[src/rtl/bird_datapath.sv]
// rtl/bird_datapath.sv - bird vertical position, status flags and per-frame erase/draw pixel sequencer
module bird_datapath #(
  parameter logic [7:0] BIRD_X      = 8'd40,
  parameter int         SIZE        = 4,
  parameter logic [6:0] Y_START     = 7'd56,
  parameter logic [6:0] GROUND_Y    = 7'd112,
  parameter int         RISE_STEP   = 2,
  parameter int         FALL_STEP   = 1,
  parameter int         RISE_HEIGHT = 16,
  parameter logic [2:0] BIRD_COLOUR = 3'b110,
  parameter logic [2:0] BG_COLOUR   = 3'b000
) (
  input  logic       clk,
  input  logic       resetn,
  input  logic [3:0] state_in,
  input  logic       frame_tick,
  input  logic       pipe_hit,
  output logic       flag,
  output logic       touched,
  output logic [7:0] vga_x,
  output logic [6:0] vga_y,
  output logic [2:0] vga_colour,
  output logic       vga_plot,
  output logic       busy
);

  localparam int         CW         = (SIZE > 1) ? $clog2(SIZE) : 1;
  localparam logic [6:0] Y_LOW      = GROUND_Y - 7'(SIZE);
  localparam logic [6:0] Y_FALL_MAX = Y_LOW - 7'(FALL_STEP);
  localparam logic [3:0] S_START    = 4'd0;
  localparam logic [3:0] S_RAISING  = 4'd1;
  localparam logic [3:0] S_FALLING  = 4'd2;
  localparam logic [3:0] S_DRAW     = 4'd4;

  typedef enum logic [1:0] {SEQ_IDLE, SEQ_ERASE, SEQ_DRAW} seq_t;

  logic [6:0]        y, old_y, jump_base;
  logic [3:0]        phase;
  logic              jump_pending;
  seq_t              seq, seq_nxt;
  logic [CW-1:0]     cx, cy, cx_nxt, cy_nxt;
  logic              last_px, tick_ok;
  logic [6:0]        rise_y, fall_y, base_eff, row_base;
  logic signed [8:0] rise_lim;
  logic              rise_flag;

  // A tick arriving mid-sequence is dropped, not queued.
  assign tick_ok = frame_tick && (seq == SEQ_IDLE);

  always_comb begin
    rise_y    = (y >= 7'(RISE_STEP)) ? (y - 7'(RISE_STEP)) : 7'd0;
    fall_y    = (y >= Y_FALL_MAX) ? Y_LOW : (y + 7'(FALL_STEP));
    base_eff  = jump_pending ? y : jump_base;
    rise_lim  = $signed({2'b00, base_eff}) - $signed(9'(RISE_HEIGHT));
    rise_flag = ($signed({2'b00, rise_y}) <= rise_lim) || (rise_y == 7'd0);
  end

  always_comb begin
    seq_nxt = seq;
    cx_nxt  = cx;
    cy_nxt  = cy;
    last_px = (cx == CW'(SIZE - 1)) && (cy == CW'(SIZE - 1));
    case (seq)
      SEQ_IDLE: begin
        if (tick_ok) begin
          seq_nxt = SEQ_ERASE;
          cx_nxt  = '0;
          cy_nxt  = '0;
        end
      end
      default: begin
        if (cx == CW'(SIZE - 1)) begin
          cx_nxt = '0;
          cy_nxt = last_px ? '0 : (cy + CW'(1));
        end else begin
          cx_nxt = cx + CW'(1);
        end
        if (last_px) seq_nxt = (seq == SEQ_ERASE) ? SEQ_DRAW : SEQ_IDLE;
      end
    endcase
    row_base = (seq_nxt == SEQ_DRAW) ? y : old_y;
  end

  always_ff @(posedge clk or negedge resetn) begin
    if (!resetn) begin
      y            <= Y_START;
      old_y        <= Y_START;
      jump_base    <= Y_START;
      phase        <= S_START;
      jump_pending <= 1'b0;
      flag         <= 1'b0;
      touched      <= 1'b0;
      seq          <= SEQ_IDLE;
      cx           <= '0;
      cy           <= '0;
      vga_plot     <= 1'b0;
      busy         <= 1'b0;
      vga_x        <= 8'd0;
      vga_y        <= 7'd0;
      vga_colour   <= 3'd0;
    end else begin
      if (state_in != S_DRAW) begin
        phase <= state_in;
        if (state_in == S_RAISING && phase != S_RAISING) jump_pending <= 1'b1;
      end

      if (tick_ok) begin
        case (phase)
          S_START: begin
            y       <= Y_START;
            flag    <= 1'b0;
            touched <= 1'b0;
          end
          S_RAISING: begin
            y <= rise_y;
            if (jump_pending) begin
              jump_base    <= y;
              jump_pending <= 1'b0;
            end
            if (rise_flag) flag <= 1'b1;
            if (pipe_hit) touched <= 1'b1;
          end
          S_FALLING: begin
            y    <= fall_y;
            flag <= 1'b0;
            if (fall_y == Y_LOW || pipe_hit) touched <= 1'b1;
          end
          default: ;
        endcase
      end

      // Outputs carry the pixel selected by the next-state scan position.
      seq  <= seq_nxt;
      cx   <= cx_nxt;
      cy   <= cy_nxt;
      busy <= (seq_nxt != SEQ_IDLE);
      if (seq_nxt != SEQ_IDLE) begin
        vga_plot   <= 1'b1;
        vga_x      <= BIRD_X + 8'(cx_nxt);
        vga_y      <= row_base + 7'(cy_nxt);
        vga_colour <= (seq_nxt == SEQ_DRAW) ? BIRD_COLOUR : BG_COLOUR;
      end else begin
        vga_plot <= 1'b0;
      end
      if (seq == SEQ_DRAW && last_px) old_y <= y;
    end
  end

endmodule
[config.mk]
export PLATFORM = sky130hd
export DESIGN_NAME = bird_datapath
export DESIGN_NICKNAME = d
export VERILOG_FILES = /design/src/rtl/bird_datapath.sv
export SDC_FILE = /design/constraint.sdc
export NUM_CORES = 1
export LEC_CHECK = 0
export CAP_MARGIN = 20
export CORE_UTILIZATION = 30
export CTS_BUF_LIST = sky130_fd_sc_hd__clkbuf_8
export CTS_CLUSTER_DIAMETER = 80
export DETAILED_ROUTE_END_ITERATION = 6
export SLEW_MARGIN = 40
export SYNTH_ARGS = -nofsm -noshare
export SYNTH_HDL_FRONTEND = slang
export SYNTH_SLANG_ARGS = --single-unit
[constraint.sdc]
create_clock -name clk -period 2.5 [get_ports clk]
set_input_delay 0.5 -clock clk [delete_from_list [all_inputs] [get_ports clk]]
set_output_delay 0.5 -clock clk [all_outputs]
set_load 0.1 [all_outputs]
; After elaboration in Yosys (flattened, before gate mapping)
; Cells that the tools add are included.
[word_totals]
mem_bits_rw = 0
n_memories = 0
input_bits = 8
register_bits = 54
romBits = 0
latch_bits = 0
[op_classes]
n_lt_le_gt_ge = 3
div_mod_pow = 0
reduce_logical = 17
multipliers = 0
shift = 0
n_addsub = 7
bitwise = 0
mux = 28
n_eq_ne = 14
[op_table]
columns = operator, count
row1 = $mux 7, 4
row2 = $mux 2, 11
row3 = $pmux 7 s3, 1
row4 = $mux 1, 9
row5 = $eq 2x2->1 const B, 4
row6 = $eq 4x1->1 const B, 2
row7 = $le 8x8->1, 1
row8 = $sub 7x5->8 const B, 1
row9 = $add 6x2->7 const A, 1
row10 = $add 7x1->7 const B, 1
row11 = $add 7x2->7, 1
row12 = $eq 7x7->1 const B, 1
row13 = $ge 7x2->1 const B, 1
row14 = $ge 7x7->1 const B, 1
row15 = $logic_not 7->1, 1
row16 = $sub 7x2->7 const B, 1
row17 = $ne 2x2->1 const B, 3
row18 = $add 2x1->2 const B, 2
row19 = $eq 4x2->1 const B, 1
row20 = $logic_and 1x1->1, 4
row21 = $logic_not 4->1, 1
row22 = $ne 4x1->1 const B, 1
row23 = $ne 4x3->1 const B, 1
row24 = $reduce_and 2->1, 2
row25 = other kinds (11), 13

; Longest topological paths before layout
; Gate-level depths: netlist (run 1).
[depth]
word_depth = 7
mapped_depth = 14
mapped_depth_nobuf = 12

; Least setup slack after synthesis (run 1)
; OpenSTA, ideal clock, no wires.
[synth_timing]
path_type = reg-to-reg
startpoint = register cx[0]
endpoint = register vga_y[6]
path_buffers = 2
path_stages_with_launch = 15
synth_period_minus_slack_ns = 2.648
required_time_ns = 2.417
arrival_ns = 2.566
slack_ns = -0.148
setup_time_ns = 0.083
path_cell_list = dfrtp_1 -> ha_1 -> clkbuf_2 -> and4b_1 -> a21oi_2 -> buf_6 -> nand2_1 -> o21ai_0 -> ha_1 -> fa_1 -> nand2_1 -> or2_2 -> xnor2_1 -> mux2_2 -> o21ai_0
[synth_between]
elab_chain_cells = 7
elab_cells_between_ends = 11
cone_classes = 1 x add/sub / 2 x eq/ne / 6 x mux / 2 x reduce/logical
[synth_rtl]
columns = element, line_no
row1 = start: declaration, 41  ; logic [CW-1:0] cx, cy, cx_nxt, cy_nxt;
row2 = start signal: assignment, 134  ; cx <= cx_nxt;
row3 = $eq 2x2->1 *, "62, 72"
row4 = $logic_and 1x1->1, 62  ; last_px = (cx == CW'(SIZE - 1)) && (cy == CW'(SIZE - 1));
row5 = $mux 2, 78  ; if (last_px) seq_nxt = (seq == SEQ_ERASE) ? SEQ_DRAW : SEQ_IDLE;
row6 = $mux 2, 63  ; case (seq)
row7 = $eq 2x2->1, 81  ; row_base = (seq_nxt == SEQ_DRAW) ? y : old_y;
row8 = $mux 7, 81
row9 = $add 7x2->7, 140  ; vga_y <= row_base + 7'(cy_nxt);
row10 = end signal: assignment, 140
row11 = end: declaration, 21  ; output logic [6:0] vga_y,
; Every way passes the cells marked *; elsewhere a longest branch is shown, timed or not.
; A chain may end at the register's enable or synchronous reset.

; Final worst setup path (run 1)
[layout_timing]
startpoint = register cx[1]
endpoint = register vga_y[6]
; The elaborated chain is that of the path after synthesis.

==> summary.md, run 1 <==
| Metric | Value |
|---|---|
| Sequential area share after synthesis | `0.400` |
| Post-synth EDFFs | `0` |
| Initial antenna violation count | `0` |
| Yosys cell types | `56` |
| Critical path endpoint category | `flop` |
| RR Startpoint | `cx[1]$_DFF_PN0_` |
| Leak pwr | `0.00158 uW` |
| Warnings, synthesis | `0` |
| Pin slew with the least headroom to its limit | `0.592 ns` |
| Core footprint | `9330 um2` |
| Crit path required time | `2.74 ns` |
| Design area | `3550 um2` |
| MaxCap Viol Count | `0` |
| Post-synth ARST share | `1.00` |
| FF-to-FF End | `vga_y[6]$_DFFE_PN0P_` |
| 1st-iter DRT viols | `97` |
| # DRC | `0` |
| Initial Utilization | `0.312` |
| Tmin final | `~2.5 ns` |
| Worst-path maximum fanout | `5` |
| All-Layer GR Usage | `0.139` |
| Hpwl dp | `around 5 mm` |
| Final period utilization | `0.983` |
| Setup WS pre-CTS | `-0.276 ns` |
| Clk sink count | `46` |
| Crit path from | `cx[1]$_DFF_PN0_` |
| Area Growth Syn to Fin | `22.2%` |
| Die Span X | `100 um` |
| Clock-pin slew on the worst setup and hold paths | `approximately 0.1 ns` |
| H-tree depth | `2` |
| Post-Syn Area | `roughly 2900 um2` |
| Worst Slack Setup Final | `between 0.04 and 0.05 ns` |
| Ys flop type | `dfrtp_1` |
| Number of I/O port buffers | `24` |
| CTS tree | `done` |
| Placed cells | `477` |
| Number of fill cells in the layout | `952` |
| First-pass GRT wire length | `11.2 mm` |
| Share of layout cells above drive strength 1 | `0.266` |
| Vias in the first global route | `~2400` |
| Via count | `between 2000 and 2500` |
| Detailed Routing Iterations Pass 1 | `4` |
| PD cells | `1020 nW/um2` |
| Nets | `386` |
| FMAX | `0.407 GHz` |
| Most frequent cells in the layout | `buf_4 (51), dfrtp_1 (37), nand2_1 (34)` |
| DIE AREA | `approximately 10000 um2` |
| Cells on worst reg2reg path | `12` |
| RSZ-0062 raised after global routing | `yes` |
| Ports | `30` |
| ANT cells | `0` |
| Commonest non-fill, non-tap cell in the layout | `buf_4` |
| Root Driver | `clkbuf_8` |
| Gr ovfl total | `0` |
| Pin count of the biggest net entering global routing | `47` |
| Hold WS | `roughly 0.27 ns` |
| Routed length per instance | `between 10 and 15 um` |
| Antenna-violating nets left | `0` |
| Rows | `35` |
| Syn avg cell area | `approximately 9.3 um2` |
| Run status | `complete, no violations` |
| Crit path launch type | `flop` |
| Worst Hold Class | `in -> async` |
| Worst path arrival time | `2.70 ns` |
| Fin. Hold Viols | `0` |
| Final slew viol count | `0` |
| CTS Buffer Depth | `2` |
| Slew HR | `0.605` |
| Worst setup endpoint | `vga_y[6]$_DFFE_PN0P_` |
| Num CTS Buffers | `5` |
| DRT Wirelength | `6.86 mm` |
| CP Class | `reg -> reg` |
| Synth Register Bits | `46` |
| Worst VDD drop | `0.585 mV` |
| Final setup violation count | `0` |
| Worst skew pair latency | `0.30 ns` |
| Post-synthesis cell count | `between 300 and 400` |
| Placed Area | `3380 um2` |
| Fin util | `0.381` |
| Routability cong. | `between 0.8 and 0.9` |
| Reg2Reg Setup Slack | `0.04 ns` |
| Final std cells w/o fill | `490` |
| Setup Skew | `around 0.011 ns` |
| Die Ht | `~100 um` |
| Via/cell ratio | `5.09` |
what timing repair did:
item                       in CTS  in global routing
hold endpoints to repair        0                  0
resized for setup               1                 12
pin swaps                       3                  1
setup buffers                   1                  4
setup endpoints to repair       1                  4
hold buffers                    0                  0
final cells by class:
class / instances / area, um2 / area share
flip-flops and latches: 46 / 1160 / 0.327
clock buffers: 5 / 68.8 / 0.0194
repair buffers: 58 / 448 / 0.126
well taps: 129 / 161 / 0.0454
multi-input cells: 237 / 1640 / 0.463
clock inverters: 3 / 25.0 / 0.00704
inverters: 12 / 45.0 / 0.0127
kinds of logic (layout without fill, tap and decap cells):
| group | Yosys count | after routing | synth area share |
|---|---|---|---|
| AND/OR/NAND/NOR | 111 | 111 | 0.184 |
| AO/OA/AOI/OAI | 74 | 74 | 0.178 |
| flip-flops | 46 | 46 | 0.400 |
| buffers and inverters | 33 | 78 | 0.0581 |
| multiplexers | 19 | 19 | 0.0688 |
| adder cells (fa/ha/maj) | 18 | 18 | 0.0800 |
| XOR/XNOR | 10 | 10 | 0.0301 |
| other | 1 | 5 | 0.00129 |
registers in the layout, indices dropped and copies added (netlist names):
| signal | flops |
|---|---|
| seq | 2 |
| cx | 2 |
| jump_pending | 1 |
| old_y | 7 |
| vga_y | 7 |
| vga_colour | 1 |
| vga_x | 3 |
| y | 7 |
| cy | 2 |
| busy | 1 |
| phase | 4 |
| touched | 1 |
| flag | 1 |
| jump_base | 7 |
worst max-delay path: stages (launching register included):
cell	delay, ns
dfrtp_1	0.40
ha_2	0.21
and4b_2	0.28
a21oi_4	0.16
nand2_1	0.07
o21ai_1	0.09
ha_2	0.21
fa_2	0.22
nand2_1	0.05
or2_4	0.22
xnor2_1	0.12
mux2_4	0.27
o21ai_2	0.10
metal layers:
layer  GRT usage  vias to the layer above  wire [um]
li1            -                     1208          -
met1       0.187                     1213       3290
met2       0.231                       63       3170
met3      0.0250                       10        320
met4      0.0379                        0         82
met5           0                        -          0
how the worst min path moves through the flow:
| stage | to | slack [ns] |
|---|---|---|
| 6_report | vga_x[3]$_DFFE_PN0P_ | 0.27 |
| 3_5_place_dp | vga_y[0]$_DFFE_PN0P_ | 0.47 |
| 5_1_grt | busy$_DFF_PN0_ | 0.33 |
| 2_1_floorplan | busy$_DFF_PN0_ | 0.20 |
| 4_1_cts | busy$_DFF_PN0_ | 0.30 |
| 3_3_place_gp | vga_y[0]$_DFFE_PN0P_ | 0.46 |
power breakdown:
| group | total [uW] | switching (uW) | internal (uW) |
|---|---|---|---|
| clock network | 490 | 288 | 203 |
| logic | 2070 | 1290 | 772 |
| registers | 1070 | 146 | 927 |
| total | 3630 | 1730 | 1900 |
synthesized netlist by cell type, types with 5 or more instances:
| master | number | area share |
|---|---|---|
| o211ai_1 | 5 | 0.013 |
| xnor2_1 | 7 | 0.021 |
| nand3_1 | 9 | 0.015 |
| nor2b_1 | 5 | 0.011 |
| o21ai_0 | 15 | 0.026 |
| clkbuf_1 | 8 | 0.010 |
| nor3_1 | 10 | 0.017 |
| dfrtp_1 | 37 | 0.32 |
| a21oi_1 | 15 | 0.026 |
| ha_1 | 17 | 0.073 |
| buf_4 | 9 | 0.023 |
| o21a_1 | 7 | 0.018 |
| inv_1 | 12 | 0.015 |
| nand2_1 | 35 | 0.045 |
| nand2b_1 | 5 | 0.011 |
| nand4_1 | 5 | 0.011 |
| nor2_1 | 27 | 0.035 |
| dfstp_2 | 9 | 0.081 |
| mux2_2 | 8 | 0.031 |
| mux2i_1 | 11 | 0.038 |
per-stage QoR:
stage          setup TNS [ns]  power, uW
3_3_place_gp           -0.540       3000
4_1_cts                     0       3570
5_1_grt                -0.116       3870
6_report                    0       3630
2_1_floorplan         -0.0879       2510
3_5_place_dp           -0.707       3050
Note: power is estimated with default switching activity, not from simulation.
==> inputs of run 2 (changes only) <==
Settings changed: CTS_BUF_LIST sky130_fd_sc_hd__clkbuf_8 to sky130_fd_sc_hd__clkbuf_8 sky130_fd_sc_hd__clkbuf_16, GPL_ROUTABILITY_DRIVEN set to 0.
==> results of run 2 <==
The final DEF is identical to that of run 1; final timing and power are the same.
==> edit 1: new RTL, config.mk and constraints of run 1 <==
The parameter `SIZE` goes from 4 to 8.
--- a/src/rtl/bird_datapath.sv
+++ b/src/rtl/bird_datapath.sv
@@ -2,5 +2,5 @@
 module bird_datapath #(
   parameter logic [7:0] BIRD_X      = 8'd40,
-  parameter int         SIZE        = 4,
+  parameter int         SIZE        = 8,
   parameter logic [6:0] Y_START     = 7'd56,
   parameter logic [6:0] GROUND_Y    = 7'd112,
Behaviour: not the same (Yosys sat finds a counterexample within 10 cycles, from zero or initial values and one cycle with resetn low).
==> edit 1 against run 1 <==
- sequential cell count grew 3
- area after synthesis grew 7.3%
- power grew 9.7%
- the run now ends with negative setup slack left
- design area grew 12%
- routed wire length grew 6.0%
- via count grew 4.8%
- setup slack lost 0.17 ns
- combinational power grew 6%
==> edit 1: results (changes against run 1) <==
| Metric | Value |
|---|---|
| Status | `finished with violations (was finished clean)` |
| Failing checks | `negative setup slack` |
| Final setup margin | `-0.131 ns (was 0.0425 ns)` |
| Crit path max-delay family | `compound AO/OA/AOI/OAI gates (was adder cells)` |
| Post-CTS Resized | `11 (was 1)` |
| Yosys cell types | `63 (was 56)` |
| Xor/xnor share of the synthesized area | `0.0225 (was 0.0301)` |
| Post-Route WL | `7280 µm (was 6860 µm)` |
| Share of layout cells above drive strength 1 | `0.323 (was 0.266)` |
| Critical Path Source | `y[1]$_DFFE_PN0P_ (was cx[1]$_DFF_PN0_)` |
| Synth Area in Compound Gates | `0.184 (was 0.178)` |
| Iter 0 DRT Violations | `84 (was 97)` |
| RePlAce Congestion | `0.795 (was 0.890)` |
| VDD IR max | `0.616 mV (was 0.585 mV)` |
| Least-Margin Pin Slew | `0.498 ns (was 0.592 ns)` |
| # port buffers | `25 (was 24)` |
| Post-Synth Adder-Cell Area | `0.0826 (was 0.0800)` |
| Pin count of the biggest net entering global routing | `23 (was 47)` |
| # setup viols final | `2 (was 0)` |
| Clock skew | `0.0143 ns (was 0.0108 ns)` |
| FF-to-FF path depth | `11 (was 12)` |
| Yosys top cell area share | `0.321 (was 0.318)` |
| First-pass GRT wire length | `12500 µm (was 11200 µm)` |
| NumNets Final | `414 (was 386)` |
| Sequential area share after synthesis | `0.397 (was 0.400)` |
| Crit-path slowest cell | `dfrtp_2 (was dfrtp_1)` |
| DP Wirelength | `5400 µm (was 5100 µm)` |
| Crit-path max FO | `4 (was 5)` |
| Multiplexer share of the synthesized area | `0.0654 (was 0.0688)` |
| Synth cell count leaders | `nand2_1 (46), dfrtp_1 (40), o21ai_0 (20) (was dfrtp_1 (37), nand2_1 (35), nor2_1 (27))` |
edit 1: power by group:
part	total, W	internal [W]	switching (W)	leakage (nW)
combinational	0.00220	0.000858	0.00135	1.14
sequential	0.00118	0.000997	0.000178	0.592
clock	0.000602	0.000301	0.000301	0.0585
edit 1: final timing paths:
check	end	slack, ns
min	vga_x[1]$_DFFE_PN0P_	0.14
min reg2reg	vga_x[0]$_DFFE_PN0P_	0.48
max in group asynchronous	y[5]$_DFFE_PN1P_	1.69
max reg2reg	flag$_DFFE_PN0P_	-0.13
max	flag$_DFFE_PN0P_	-0.13
min in group clk	vga_x[0]$_DFFE_PN0P_	0.48
edit 1: metrics by stage:
| step | std cells | hold slack (ns) | setup WS [ns] |
|---|---|---|---|
| after floorplan | 330 | 0.204 | -0.220 |
| after global placement | 508 | 0.461 | -0.145 |
| after detailed placement | 508 | 0.467 | -0.222 |
| after CTS | 520 | 0.146 | -0.145 |
| after global routing | 520 | 0.172 | -0.306 |
| final | 520 | 0.137 | -0.131 |
edit 1: area by class of cell:
class,count,area (µm²)
clock inverters,3,43.8
flip-flops and latches,49,1240
fillers,1007,5940
inverters,11,43.8
repair buffers,73,572
multi-input cells,246,1840
clock buffers,5,68.8
well taps,133,166
edit 1: worst reg2reg max path, stage by stage, from the launching register on:
cell	delay [ns]
dfrtp_2	0.41
inv_2	0.07
ha_4	0.13
or3b_4	0.40
nor4_4	0.29
nor2_1	0.08
ha_1	0.30
a21o_1	0.16
a21o_1	0.20
a2111oi_4	0.29
o21ai_1	0.09
a41oi_1	0.14
edit 1: routing by layer:
metal	up-vias	routed length [µm]	GRT usage	part of all wire
met5	-	0	0	0
met4	0	116	0.0490	0.016
met3	11	243	0.0251	0.033
met2	57	3410	0.233	0.47
met1	1252	3500	0.189	0.48
li1	1293	-	-	-
==> edit 2: new RTL, config.mk and constraints of run 1 <==
Without the edit above. Reset style: synchronous (`resetn`), changed in one clocked block.
--- a/src/rtl/bird_datapath.sv
+++ b/src/rtl/bird_datapath.sv
@@ -82,5 +82,5 @@
   end
 
-  always_ff @(posedge clk or negedge resetn) begin
+  always_ff @(posedge clk) begin
     if (!resetn) begin
       y            <= Y_START;
Function: differs if resetn is asserted again (counterexample within 4 cycles, from zero or initial values and one cycle with resetn low); with resetn held inactive, the same outputs for 10 cycles.
==> edit 2 against run 1 <==
- sequential share of layout area shrank 5.5 points
- first-iteration DRC count rose by 10%
- setup slack better by 0.029 ns
- routed wire length down 0.98%
- critical path depth is 4 lower
- area after synthesis decreased by 2.3%
- non-clock buffer count is 6 lower
- clock skew grew 0.00097 ns
- design area down 4.6%
- sequential cell count did not move
- critical path type is now input pin to flop
- critical endpoint is now vga_y[2]$_SDFFE_PN0P_
Power is not compared: it rests on default switching activity, and its combinational part moved more than twofold at a synthesized area within 25%.
==> edit 2: results (changes against run 1) <==
| Metric | Value |
|---|---|
| Main synth FF type | `dfxtp_1 (was dfrtp_1)` |
| Yosys cell types | `62 (was 56)` |
| Total GRT Usage | `0.145 (was 0.139)` |
| Worst flop-to-flop path endpoint | `vga_y[2]$_SDFFE_PN0P_ (was vga_y[6]$_DFFE_PN0P_)` |
| Critical Path Sink | `vga_y[2]$_SDFFE_PN0P_ (was vga_y[6]$_DFFE_PN0P_)` |
| Crit-path slowest cell | `clkdlybuf4s50_1 (was dfrtp_1)` |
| Synth cell count leaders | `dfxtp_1 (46), nand2_1 (42), nor2_1 (32) (was dfrtp_1 (37), nand2_1 (35), nor2_1 (27))` |
| Vias | `2551 (was 2494)` |
| Post-Synth Adder-Cell Area | `0.0819 (was 0.0800)` |
| GRT met1 Usage | `0.181 (was 0.187)` |
| Clock-cell share | `0.0266 (was 0.0264)` |
| First-pass GRT wire length | `11500 µm (was 11200 µm)` |
| Hold Crit Class | `flop to flop (was input pin to asynchronous set/reset pin)` |
| RePlAce Congestion | `0.867 (was 0.890)` |
| Max incr delay on CP | `0.48 ns (was 0.40 ns)` |
| Crit path DAT | `2.66 ns (was 2.70 ns)` |
| Metal-1 WL | `3240 µm (was 3290 µm)` |
| Multiplexer share of the synthesized area | `0.0357 (was 0.0688)` |
| Vias in the first global route | `2421 (was 2405)` |
| R2R setup slack | `0.11 ns (was 0.04 ns)` |
| Post-Route WL | `6800 µm (was 6860 µm)` |
| Synth Area in Compound Gates | `0.186 (was 0.178)` |
| Fillers | `950 (was 952)` |
| Met3 WL post-DR | `251 µm (was 320 µm)` |
| Status | `finished clean (unchanged)` |
| Non-clock buffers | `52 (was 58)` |
| Xor/xnor share of the synthesized area | `0.0524 (was 0.0301)` |
| Signal buf overhead | `0.124 (was 0.126)` |
| Fraction of area in registers | `0.272 (was 0.327)` |
| Total setup buffers inserted after CTS | `0 (was 1)` |
| Clock skew | `0.0118 ns (was 0.0108 ns)` |
| Worst reg2reg path startpoint | `cy[0]$_SDFF_PN0_ (was cx[1]$_DFF_PN0_)` |
| Inverters | `10 (was 12)` |
| Placed instance area | `0.00326 mm² (was 0.00338 mm²)` |
| DP Wirelength | `5260 µm (was 5100 µm)` |
| Critical Path Source | `frame_tick (was cx[1]$_DFF_PN0_)` |
| GRT met3 Usage | `0.0260 (was 0.0250)` |
| Multi-input comb cells | `269 (was 237)` |
| FFs w/ async S/R, synth | `0 (was 1.00)` |
| Pin count of the biggest net entering global routing | `16 (was 47)` |
| FF-to-FF path depth | `8 (was 12)` |
| Share of layout cells above drive strength 1 | `0.190 (was 0.266)` |
| Sequential area share after synthesis | `0.324 (was 0.400)` |
| Post-CTS Resized | `2 (was 1)` |
-- edit 2: cell count changes after synthesis, sizes merged, moves of 4 or more --
cell,before,now
nand2,35,42
o21a,7,1
a21oi,16,27
dfxtp,0,46
dfstp,9,0
dfrtp,37,0
and3,1,5
a31oi,1,6
nor2,27,33
nand3,9,15
mux2,8,1
buf,12,17
xor2,3,7
-- edit 2: worst min-delay path: stages (launching register included) --
cell and delay, ns:
dfxtp_1 0.32, nand2_1 0.05, a21oi_1 0.05
-- edit 2: through the flow --
| step | power (W) | util | hold slack (ns) | std cells |
|---|---|---|---|---|
| floorplan | 0.00114 | - | 0.434 | 354 |
| global placement | 0.00125 | 0.354 | 0.441 | 487 |
| detailed placement | 0.00125 | 0.354 | 0.448 | 487 |
| CTS | 0.00172 | 0.364 | 0.461 | 495 |
| global route | 0.00179 | 0.369 | 0.481 | 496 |
| finish | 0.00170 | 0.369 | 0.460 | 496 |
